File: config.mk
export PLATFORM = sky130hd
export DESIGN_NAME = bus_cycle_initiator
export DESIGN_NICKNAME = d
export VERILOG_FILES = /design/src/rtl/chipset_bus_pkg.sv /design/src/rtl/bus_wait_counter.sv /design/src/rtl/bus_cycle_initiator.sv
export SDC_FILE = /design/constraint.sdc
export NUM_CORES = 1
export LEC_CHECK = 0
export BUFFER_PORTS_ARGS = -buffer_cell sky130_fd_sc_hd__buf_2
export CAP_MARGIN = 20
export CORE_MARGIN = 5
export CORE_UTILIZATION = 25
export CTS_CLUSTER_DIAMETER = 80
export DETAILED_ROUTE_END_ITERATION = 8
export GPL_TIMING_DRIVEN = 0
export HOLD_SLACK_MARGIN = 0.12
export SYNTH_ARGS = -nofsm -noshare
export SYNTH_HDL_FRONTEND = slang
export SYNTH_HIERARCHICAL = 1
export SYNTH_SLANG_ARGS = --single-unit
File: constraint.sdc
create_clock -name clock -period 5.75 [get_ports clock]
set_clock_uncertainty 0.2 [all_clocks]
set_input_delay 1.15 -clock clock [delete_from_list [all_inputs] [get_ports clock]]
set_output_delay 1.15 -clock clock [all_outputs]
set_load 0.01 [all_outputs]
File: src/rtl/chipset_bus_pkg.sv
// Shared definitions for the chipset bus initiator.
// Defines the request cycle type, the T-state encoding, the bus and counter
// widths, and small helpers that classify a cycle type.
package chipset_bus_pkg;

  localparam int ADDR_W     = 20;
  localparam int DATA_W     = 8;
  localparam int WAIT_CNT_W = 8;

  typedef enum logic [2:0] {
    MEM_RD = 3'd0,
    MEM_WR = 3'd1,
    IO_RD  = 3'd2,
    IO_WR  = 3'd3,
    INTA   = 3'd4
  } bus_cycle_t;

  typedef enum logic [2:0] {IDLE, T1, T2, T3, TW, T4, TI} bus_state_t;

  function automatic logic cycle_is_write(input bus_cycle_t t);
    return (t == MEM_WR) || (t == IO_WR);
  endfunction

  function automatic logic cycle_is_read(input bus_cycle_t t);
    return (t == MEM_RD) || (t == IO_RD);
  endfunction

  // IO_OR_M is high for port cycles and for interrupt acknowledge.
  function automatic logic cycle_is_io(input bus_cycle_t t);
    return (t == IO_RD) || (t == IO_WR) || (t == INTA);
  endfunction

  // Port cycles only carry a 16-bit address.
  function automatic logic cycle_is_port(input bus_cycle_t t);
    return (t == IO_RD) || (t == IO_WR);
  endfunction

endpackage

File: src/rtl/bus_wait_counter.sv
// Wait/idle T-state counter.
// Ports:
//   clock, reset_n : clock and synchronous active-low reset
//   clr            : return count to zero (wins over inc)
//   inc            : count up by one, saturating
//   terminal       : value at which tc is flagged
//   tc             : count equals terminal
module bus_wait_counter
  import chipset_bus_pkg::*;
(
  input  logic                  clock,
  input  logic                  reset_n,
  input  logic                  clr,
  input  logic                  inc,
  input  logic [WAIT_CNT_W-1:0] terminal,
  output logic                  tc
);

  logic [WAIT_CNT_W-1:0] count_q;
  logic [WAIT_CNT_W-1:0] count_d;

  always_comb begin
    count_d = count_q;
    if (clr) begin
      count_d = '0;
    end else if (inc && (count_q != '1)) begin
      count_d = count_q + WAIT_CNT_W'(1);
    end
  end

  always_ff @(posedge clock) begin
    if (!reset_n) begin
      count_q <= '0;
    end else begin
      count_q <= count_d;
    end
  end

  assign tc = (count_q == terminal);

endmodule

File: src/rtl/bus_cycle_initiator.sv
// 8088 minimum-mode bus master.
// Turns single-beat requests (memory/IO read/write, interrupt acknowledge)
// into T1-T2-T3-(Tw)*-T4 cycles with registered min-mode strobes.
// Ports:
//   clock, reset_n            : clock, synchronous active-low reset
//   cpu_clock_posedge/negedge : T-state advance / RDY sample enables
//   req_*                     : request handshake, type, address, write data
//   rsp_*                     : completion pulse, read data/vector, timeout flag
//   ADDRESS, DATA_OUT, DATA_IN: bus address and data
//   RDY                       : chipset ready
//   ALE..INTA_N               : 8088 min-mode strobes
//   busy                      : cycle in progress
module bus_cycle_initiator
  import chipset_bus_pkg::*;
#(
  parameter int MAX_WAIT_STATES  = 255,
  parameter int INTA_IDLE_STATES = 2
) (
  input  logic              clock,
  input  logic              reset_n,
  input  logic              cpu_clock_posedge,
  input  logic              cpu_clock_negedge,
  input  logic              req_valid,
  output logic              req_ready,
  input  logic [2:0]        req_type,
  input  logic [ADDR_W-1:0] req_address,
  input  logic [DATA_W-1:0] req_data,
  output logic              rsp_valid,
  output logic [DATA_W-1:0] rsp_data,
  output logic              rsp_error,
  output logic [ADDR_W-1:0] ADDRESS,
  output logic [DATA_W-1:0] DATA_OUT,
  input  logic [DATA_W-1:0] DATA_IN,
  input  logic              RDY,
  output logic              ALE,
  output logic              RD_N,
  output logic              WR_N,
  output logic              IO_OR_M,
  output logic              DT_OR_R,
  output logic              DEN_N,
  output logic              INTA_N,
  output logic              busy
);

  localparam logic [WAIT_CNT_W-1:0] WAIT_TERM = WAIT_CNT_W'(MAX_WAIT_STATES);
  localparam logic [WAIT_CNT_W-1:0] IDLE_TERM = WAIT_CNT_W'(INTA_IDLE_STATES);

  bus_state_t        state_q, state_d;
  bus_cycle_t        type_q, type_d;
  logic [ADDR_W-1:0] addr_q, addr_d;
  logic [DATA_W-1:0] wdata_q, wdata_d;
  logic              inta2_q, inta2_d;      // current cycle is the second INTA
  logic              pending_q, pending_d;  // INTA1 done, INTA2 still owed
  logic              rdy_q, rdy_d;
  logic              ale_q, ale_d, rd_n_q, rd_n_d, wr_n_q, wr_n_d;
  logic              inta_n_q, inta_n_d, den_n_q, den_n_d;
  logic              io_or_m_q, io_or_m_d, dt_or_r_q, dt_or_r_d;
  logic [ADDR_W-1:0] address_q, address_d;
  logic [DATA_W-1:0] data_out_q, data_out_d;
  logic              rsp_valid_q, rsp_valid_d, rsp_error_q, rsp_error_d;
  logic [DATA_W-1:0] rsp_data_q, rsp_data_d;

  logic                  cnt_clr, cnt_inc, cnt_tc;
  logic [WAIT_CNT_W-1:0] cnt_term;
  logic                  finish, timeout, enter_t1;

  // One counter serves both Tw (timeout) and Ti (INTA gap) counting.
  assign cnt_term = (state_q == TI) ? IDLE_TERM : WAIT_TERM;

  bus_wait_counter u_wait_counter (
    .clock    (clock),
    .reset_n  (reset_n),
    .clr      (cnt_clr),
    .inc      (cnt_inc),
    .terminal (cnt_term),
    .tc       (cnt_tc)
  );

  assign req_ready = (state_q == IDLE) && cpu_clock_posedge && reset_n;

  always_comb begin
    state_d     = state_q;
    type_d      = type_q;
    addr_d      = addr_q;
    wdata_d     = wdata_q;
    inta2_d     = inta2_q;
    pending_d   = pending_q;
    rdy_d       = rdy_q;
    ale_d       = ale_q;
    rd_n_d      = rd_n_q;
    wr_n_d      = wr_n_q;
    inta_n_d    = inta_n_q;
    den_n_d     = den_n_q;
    io_or_m_d   = io_or_m_q;
    dt_or_r_d   = dt_or_r_q;
    address_d   = address_q;
    data_out_d  = data_out_q;
    rsp_valid_d = 1'b0;
    rsp_data_d  = rsp_data_q;
    rsp_error_d = rsp_error_q;
    cnt_clr     = 1'b0;
    cnt_inc     = 1'b0;
    finish      = 1'b0;
    timeout     = 1'b0;
    enter_t1    = 1'b0;

    if (cpu_clock_negedge) begin
      rdy_d = RDY;
    end

    if (cpu_clock_posedge) begin
      case (state_q)
        IDLE: begin
          if (req_valid) begin
            // Undefined type codes degrade to a memory read.
            type_d    = (req_type <= 3'(INTA)) ? bus_cycle_t'(req_type) : MEM_RD;
            addr_d    = cycle_is_port(type_d) ? {4'h0, req_address[15:0]} : req_address;
            wdata_d   = req_data;
            inta2_d   = 1'b0;
            pending_d = 1'b0;
            enter_t1  = 1'b1;
          end
        end
        T1: begin
          state_d  = T2;
          ale_d    = 1'b0;
          rd_n_d   = ~cycle_is_read(type_q);
          wr_n_d   = ~cycle_is_write(type_q);
          inta_n_d = ~(type_q == INTA);
          den_n_d  = 1'b0;
          if (cycle_is_write(type_q)) begin
            data_out_d = wdata_q;
          end
          rdy_d   = 1'b0;  // only RDY seen from T2 onwards may end the cycle
          cnt_clr = 1'b1;
        end
        T2: state_d = T3;
        T3, TW: begin
          // A late RDY wins over the timeout in the same T-state.
          if (rdy_q) begin
            finish = 1'b1;
          end else if ((state_q == TW) && cnt_tc) begin
            finish  = 1'b1;
            timeout = 1'b1;
          end else begin
            state_d = TW;
            cnt_inc = 1'b1;
          end
        end
        T4: begin
          io_or_m_d  = 1'b0;
          dt_or_r_d  = 1'b1;
          address_d  = '0;
          data_out_d = '0;
          if (pending_q) begin
            if (INTA_IDLE_STATES == 0) begin
              enter_t1  = 1'b1;
              pending_d = 1'b0;
              inta2_d   = 1'b1;
            end else begin
              state_d = TI;
              cnt_inc = 1'b1;
            end
          end else begin
            state_d = IDLE;
          end
        end
        TI: begin
          if (cnt_tc) begin
            enter_t1  = 1'b1;
            pending_d = 1'b0;
            inta2_d   = 1'b1;
          end else begin
            cnt_inc = 1'b1;
          end
        end
        default: state_d = IDLE;
      endcase
    end

    if (finish) begin
      state_d  = T4;
      rd_n_d   = 1'b1;
      wr_n_d   = 1'b1;
      inta_n_d = 1'b1;
      den_n_d  = 1'b1;
      cnt_clr  = 1'b1;
      if (timeout) begin
        // A timeout in INTA1 also abandons INTA2 since pending is never set.
        rsp_valid_d = 1'b1;
        rsp_error_d = 1'b1;
        rsp_data_d  = 8'hFF;
      end else if ((type_q == INTA) && !inta2_q) begin
        pending_d = 1'b1;
      end else begin
        rsp_valid_d = 1'b1;
        rsp_error_d = 1'b0;
        if (!cycle_is_write(type_q)) begin
          rsp_data_d = DATA_IN;
        end
      end
    end

    if (enter_t1) begin
      state_d   = T1;
      ale_d     = 1'b1;
      address_d = addr_d;
      io_or_m_d = cycle_is_io(type_d);
      dt_or_r_d = cycle_is_write(type_d);
    end
  end

  always_ff @(posedge clock) begin
    if (!reset_n) begin
      state_q     <= IDLE;
      type_q      <= MEM_RD;
      addr_q      <= '0;
      wdata_q     <= '0;
      inta2_q     <= 1'b0;
      pending_q   <= 1'b0;
      rdy_q       <= 1'b0;
      ale_q       <= 1'b0;
      rd_n_q      <= 1'b1;
      wr_n_q      <= 1'b1;
      inta_n_q    <= 1'b1;
      den_n_q     <= 1'b1;
      io_or_m_q   <= 1'b0;
      dt_or_r_q   <= 1'b1;
      address_q   <= '0;
      data_out_q  <= '0;
      rsp_valid_q <= 1'b0;
      rsp_data_q  <= '0;
      rsp_error_q <= 1'b0;
    end else begin
      state_q     <= state_d;
      type_q      <= type_d;
      addr_q      <= addr_d;
      wdata_q     <= wdata_d;
      inta2_q     <= inta2_d;
      pending_q   <= pending_d;
      rdy_q       <= rdy_d;
      ale_q       <= ale_d;
      rd_n_q      <= rd_n_d;
      wr_n_q      <= wr_n_d;
      inta_n_q    <= inta_n_d;
      den_n_q     <= den_n_d;
      io_or_m_q   <= io_or_m_d;
      dt_or_r_q   <= dt_or_r_d;
      address_q   <= address_d;
      data_out_q  <= data_out_d;
      rsp_valid_q <= rsp_valid_d;
      rsp_data_q  <= rsp_data_d;
      rsp_error_q <= rsp_error_d;
    end
  end

  assign rsp_valid = rsp_valid_q;
  assign rsp_data  = rsp_data_q;
  assign rsp_error = rsp_error_q;
  assign ADDRESS   = address_q;
  assign DATA_OUT  = data_out_q;
  assign ALE       = ale_q;
  assign RD_N      = rd_n_q;
  assign WR_N      = wr_n_q;
  assign INTA_N    = inta_n_q;
  assign DEN_N     = den_n_q;
  assign IO_OR_M   = io_or_m_q;
  assign DT_OR_R   = dt_or_r_q;
  assign busy      = (state_q != IDLE);

endmodule

After elaboration in Yosys (flattened, before gate mapping)
Cells that the tools add are included.

storage, ports and cells
  flip-flop bits (word level) = 90
  bits of input ports = 45
  output and inout bits = 47

cells by class
  add/subtract/negate cells = 1
  magnitude comparators = 1
  eq/ne operators = 31
  muxes and demuxes = 70
  bitwise operators = 5
  reductions and logical operators = 40

operator list
  kind                                            count
  2-to-1 mux 20 bit                               7
  2-to-1 mux 1 bit                                43
  2-to-1 mux 8 bit                                5
  2-to-1 mux 3 bit                                9
  == test 3 x 2 -> 1 bit (second input constant)  8
  one-hot mux 8 bit (2 select lines)              1
  AND reduction 4 bit                             4
  == test 3 bit (second input constant)           5
  one-hot mux 3 bit (5 select lines)              1
  inequality test 2 bit (second input constant)   7
  nonzero test 2 bit                              6
  AND reduction 2 bit                             5
  OR reduction 2 bit                              5
  == test 3 x 1 -> 1 bit (second input constant)  3
  AND reduction 3 bit                             3
  adder 8 x 1 -> 8 bit (second input constant)    1
  == test 8 bit                                   1
  inequality test 4 bit (second input constant)   2
  inequality test 8 bit (second input constant)   1
  zero test 3 bit                                 2
  logical OR 1 bit                                6
  inequality test 3 bit (second input constant)   2
  one-hot mux 1 bit (2 select lines)              3
  nonzero test 3 bit                              2
  other kinds (8)                                 16

Longest topological paths before layout
  depth in word-level cells = 10
  mapped depth = 14
  mapped depth without buffers = 12

Modules after synthesis
Netlist, hierarchy kept.

modules (own cells, without submodules)
  module               instances  cells an instance  area each (sq um)  sequential area each (sq um)
  bus_cycle_initiator  1          337                3309.4             1641.6
  bus_wait_counter     1          60                 536.8              160.2

Least setup slack after synthesis
Ideal clock, no wire load.

  path type = reg-to-reg
  from = reg state_q[2]
  to = reg u_wait_counter.count_q[3]
  setup time = 0.067 ns
  data arrival time = 2.927 ns
  path slack = 2.556 ns
  cell stages (with the launch flop) = 15
  period minus slack after synthesis = 3.194 ns
  cell sequence = dfxtp_1 > buf_2 > buf_2 > clkbuf_1 > nand3_1 > xnor2_1 > nand4_1 > nor2_1 > nand2b_1 > a211oi_1 > a21oi_1 > nor2b_1 > nand4_1 > a2111o_1 > o21ai_2

on the way
  elaborated cells on any way between the ends = 23

RTL lines
  what                                  line                        RTL
  start, declared                       bus_cycle_initiator.sv:48   bus_state_t state_q, state_d;
  start signal, assigned                bus_cycle_initiator.sv:235  state_q <= state_d;
  == test 3 bit *                       bus_cycle_initiator.sv:68   assign cnt_term = (state_q == TI) ? IDLE_TERM : WAIT_TERM;
  2-to-1 mux 8 bit *                    bus_cycle_initiator.sv:68
  named net cnt_term[0]                 bus_cycle_initiator.sv:64   logic [WAIT_CNT_W-1:0] cnt_term;
  == test 8 bit *                       bus_wait_counter.sv:39      assign tc = (count_q == terminal);
  named net cnt_tc                      bus_cycle_initiator.sv:63   logic cnt_clr, cnt_inc, cnt_tc;
  logical AND 1 bit                     bus_cycle_initiator.sv:142  end else if ((state_q == TW) && cnt_tc) begin
  2-to-1 mux 1 bit                      bus_cycle_initiator.sv:142
  2-to-1 mux 1 bit                      bus_cycle_initiator.sv:140  if (rdy_q) begin
  one-hot mux 1 bit (3 select lines) *  bus_cycle_initiator.sv:112  case (state_q)
  2-to-1 mux 1 bit *                    bus_cycle_initiator.sv:111  if (cpu_clock_posedge) begin
  named net cnt_inc                     bus_cycle_initiator.sv:63
  logical AND 1 bit *                   bus_wait_counter.sv:26      end else if (inc && (count_q != '1)) begin
  end signal, assigned                  bus_wait_counter.sv:35      count_q <= count_d;
  end, declared                         bus_wait_counter.sv:19      logic [WAIT_CNT_W-1:0] count_q;

Mark *: on every way through the listed nets, which the timed path passes. The rest lies on a longest branch.
A chain may end at the register's enable or synchronous reset.

Worst setup path in the final report
  from = reg state_q[2]
  to = reg u_wait_counter.count_q[1]

on the way
  word-level cells in the longest chain between the ends = 10
  elaborated cells on any way between the ends = 23

ends and longest elaborated chain
  what                          line                        RTL
  == test 3 bit                 bus_cycle_initiator.sv:68
  2-to-1 mux 8 bit              bus_cycle_initiator.sv:68
  named net cnt_term[0]         bus_cycle_initiator.sv:64
  == test 8 bit                 bus_wait_counter.sv:39
  named net cnt_tc              bus_cycle_initiator.sv:63
  logical AND 1 bit             bus_cycle_initiator.sv:142
  2-to-1 mux 1 bit              bus_cycle_initiator.sv:142
  2-to-1 mux 1 bit              bus_cycle_initiator.sv:140
  2-to-1 mux 1 bit              bus_cycle_initiator.sv:112
  2-to-1 mux 1 bit              bus_cycle_initiator.sv:111
  2-to-1 mux 1 bit              bus_cycle_initiator.sv:181  if (finish) begin
  named net cnt_clr             bus_cycle_initiator.sv:63
  OR reduction 2 bit (no line)  n/a

The timed path passes the listed nets, and every way through them passes these cells.

==> impl_metrics.toml <==
[min_path]
hold_start = "wdata_q[3]"
hold_class = "flip-flop to flip-flop"

[clock_tree]
cts_hold_buf = 0
clock_latency_ns = 0.35
htree_levels = 3
cts_tree = "yes"
cts_resized = 0
clk_pin_slew_ns = 0.07
numCtsBuffers = 9
clockBufferDepth = 2
postCtsSetupRepairBufs = 0
clockRootBuffer = "clkbuf_16"
numClockSinks = 90

[sta]
tns_ns = 0
fmax_mhz = 252
slew_violations = 0
rsz0062_at_grt = "no"
hold_viol = 0
worst_slew_pin_slew_ns = 0.614
finalSetupViolations = 0
period_share = 0.690
fin_crit_ns = 3.97
maxSlewHeadroom = 0.591

[detailed_routing]
drt-initial-drc-count = 159
vias_per_cell = 4.68
ant_nets = 0
via_count = 3235
drc = 0
wire_per_inst_microns = 15.0
drt-total-wl_microns = 10400
drtPass1Iterations = 4

[final_layout]
drive_gt1_frac = 0.276
nets = 544
final_util = 0.318
area_delta_synth_final_pct = 25.3
layout_commonest_cell = "buf_2"
fill_cells = 1605
final_cells = 691
n_antenna_cell = 0
final_area_sq_um = 4820
mostFrequentLayoutCells = "100 x buf_2, 90 x dfxtp_1, 41 x nand2_1"

[floorplanning]
die_y_microns = 134
design.die.area_sq_um = 18000
dieWidth_microns = 134
ios = 92
initial_core_util = 0.254
row_count = 45
core-area_sq_um = 15100

[setup_path]
cp_num_buf_inv = 3
path_cells = "buf_2 -> buf_2 -> clkbuf_1 -> nand3_1 -> xnor2_1 -> nand4_1 -> nor2_1 -> o21a_1 -> a22oi_2 -> nand2_1 -> nor2b_1 -> nand2_1 -> mux2i_1"
cp_data_required_time_ns = 5.82
crit_type = "flip-flop to flip-flop"
critical-path-max-stage-delay_ns = 0.50
cp_top_family = "simple AND/OR/NAND/NOR gates"
crit_path_end_kind = "flip-flop"
critical-path-slowest-cell = "a22oi_2"
cp_data_arrival_time_ns = 4.04
crit_fanout = 10
cp-startpoint = "state_q[2]"
crit_path_start_kind = "flip-flop"
r2r_start = "state_q[2]"

[global_routing]
grt_pass1_wl_microns = 16800
grt_pass1_vias = 3234
grt_antenna_before_repair = 1
grt_max_degree = 17
grtUsageTotal = 0.119
grt_remaining_overflow = 0

[status]
outcome = "finished clean"

[synth]
yosysUniqueCellTypes = 64
async_reset_ff_frac = 0
syn_inst = 397
mappedNetlistNets = 443
synth-seq-cells = 90
ys_seq_area_frac = 0.468
yosysWarnings = 6
synth-edff-count = 0
synthesis.area_sq_um = 3850
ys_dominant_reg_cell = "dfxtp_1"
avgSynthCellArea_sq_um = 9.69

[placement]
gp_congestion = 0.751
io_buffers = 90
placed_area_sq_um = 4530
placed_cells = 675
place_hpwl_microns = 7740

[power]
p_leak_nw = 2.03
power.density_nw_per_um2 = 282
vdd_drop_max_v = 0.000131

[job]
cap_violations = 0
==> area by class of cell <==
type | instances | area, sq um | area share
well taps | 188 | 235 | 0.0488
clock buffers | 11 | 243 | 0.0504
plain buffers | 26 | 155 | 0.0322
inverters | 8 | 30.0 | 0.00623
clock inverters | 5 | 45.0 | 0.00935
multi-input cells | 273 | 1860 | 0.386
repair buffers | 90 | 450 | 0.0935
flip-flops and latches | 90 | 1800 | 0.374
==> logic make-up after synthesis <==
family | after synthesis | synth area share
and+or+nand+nor | 145 | 0.199
other | 1 | 0.000975
xor gates and xnor gates | 8 | 0.0182
DFF | 90 | 0.468
adders and majority gates | 1 | 0.00325
muxes | 31 | 0.0807
buffers and inverters | 34 | 0.0481
AOI/OAI and AO/OA | 87 | 0.182
==> metal layers <==
layer	share of wire	up-vias	track usage
met5	0.0019	-	0
met3	0.068	15	0.0420
met4	0.017	2	0.0458
met1	0.44	1517	0.142
li1	-	1617	-
met2	0.47	84	0.196
==> path summary, 6_finish.rpt <==
kind | endpoint | slack, ns | depth (start not counted)
min reg2reg | wdata_q[3] | 0.25 | 2
min | wdata_q[3] | 0.25 | 2
max reg2reg | u_wait_counter/count_q[1] | 1.78 | 13
max | u_wait_counter/count_q[1] | 1.78 | 13
==> synth_stat cells, types with 5 or more instances <==
cell type	count	area share
o221a_1	8	0.023
nand2_1	41	0.040
inv_1	6	0.0059
a21oi_1	26	0.034
buf_6	5	0.015
xnor2_1	8	0.018
clkbuf_1	9	0.0088
nand4_1	7	0.011
nand3_1	11	0.014
mux2i_1	31	0.081
nor2_1	31	0.030
buf_2	10	0.013
nor2b_1	14	0.023
and2_1	5	0.0081
dfxtp_1	90	0.47
o2bb2ai_1	18	0.041
and3_1	6	0.0098
nand2b_1	5	0.0081
==> stage by stage <==
stage                     setup slack (ns)  hold slack (ns)  power [W]
after detailed placement              1.79            0.241   0.000798
after global routing                  1.46            0.271    0.00142
after global placement                1.87            0.238   0.000795
after floorplan                       2.56            0.232   0.000747
final                                 1.78            0.249    0.00136
after CTS                             1.77            0.252    0.00138
==> sequential cells by signal, summed over array words and instances (netlist names) <==
name,cells
ADDRESS,20
INTA_N,1
ALE,1
type_q,3
pending_q,1
u_wait_counter/count_q,8
rsp_data,8
wdata_q,8
DATA_OUT,8
rdy_q,1
rsp_valid,1
rsp_error,1
IO_OR_M,1
state_q,3
DT_OR_R,1
WR_N,1
DEN_N,1
addr_q,20
RD_N,1
inta2_q,1
==> worst min-delay path, cell delays in order (launching register included) <==
cell and delay, ns:
dfxtp_1 0.30, nand2_1 0.05, a21oi_1 0.05
==> power by group <==
| group | total, W | leakage (nW) | switching (W) | internal (W) |
|---|---|---|---|---|
| Clock | 0.000576 | 0.139 | 0.000264 | 0.000312 |
| Combinational | 0.000128 | 1.16 | 0.0000755 | 0.0000526 |
| Sequential | 0.000654 | 0.730 | 0.0000109 | 0.000643 |
Note: power is estimated with default switching activity, not from simulation.
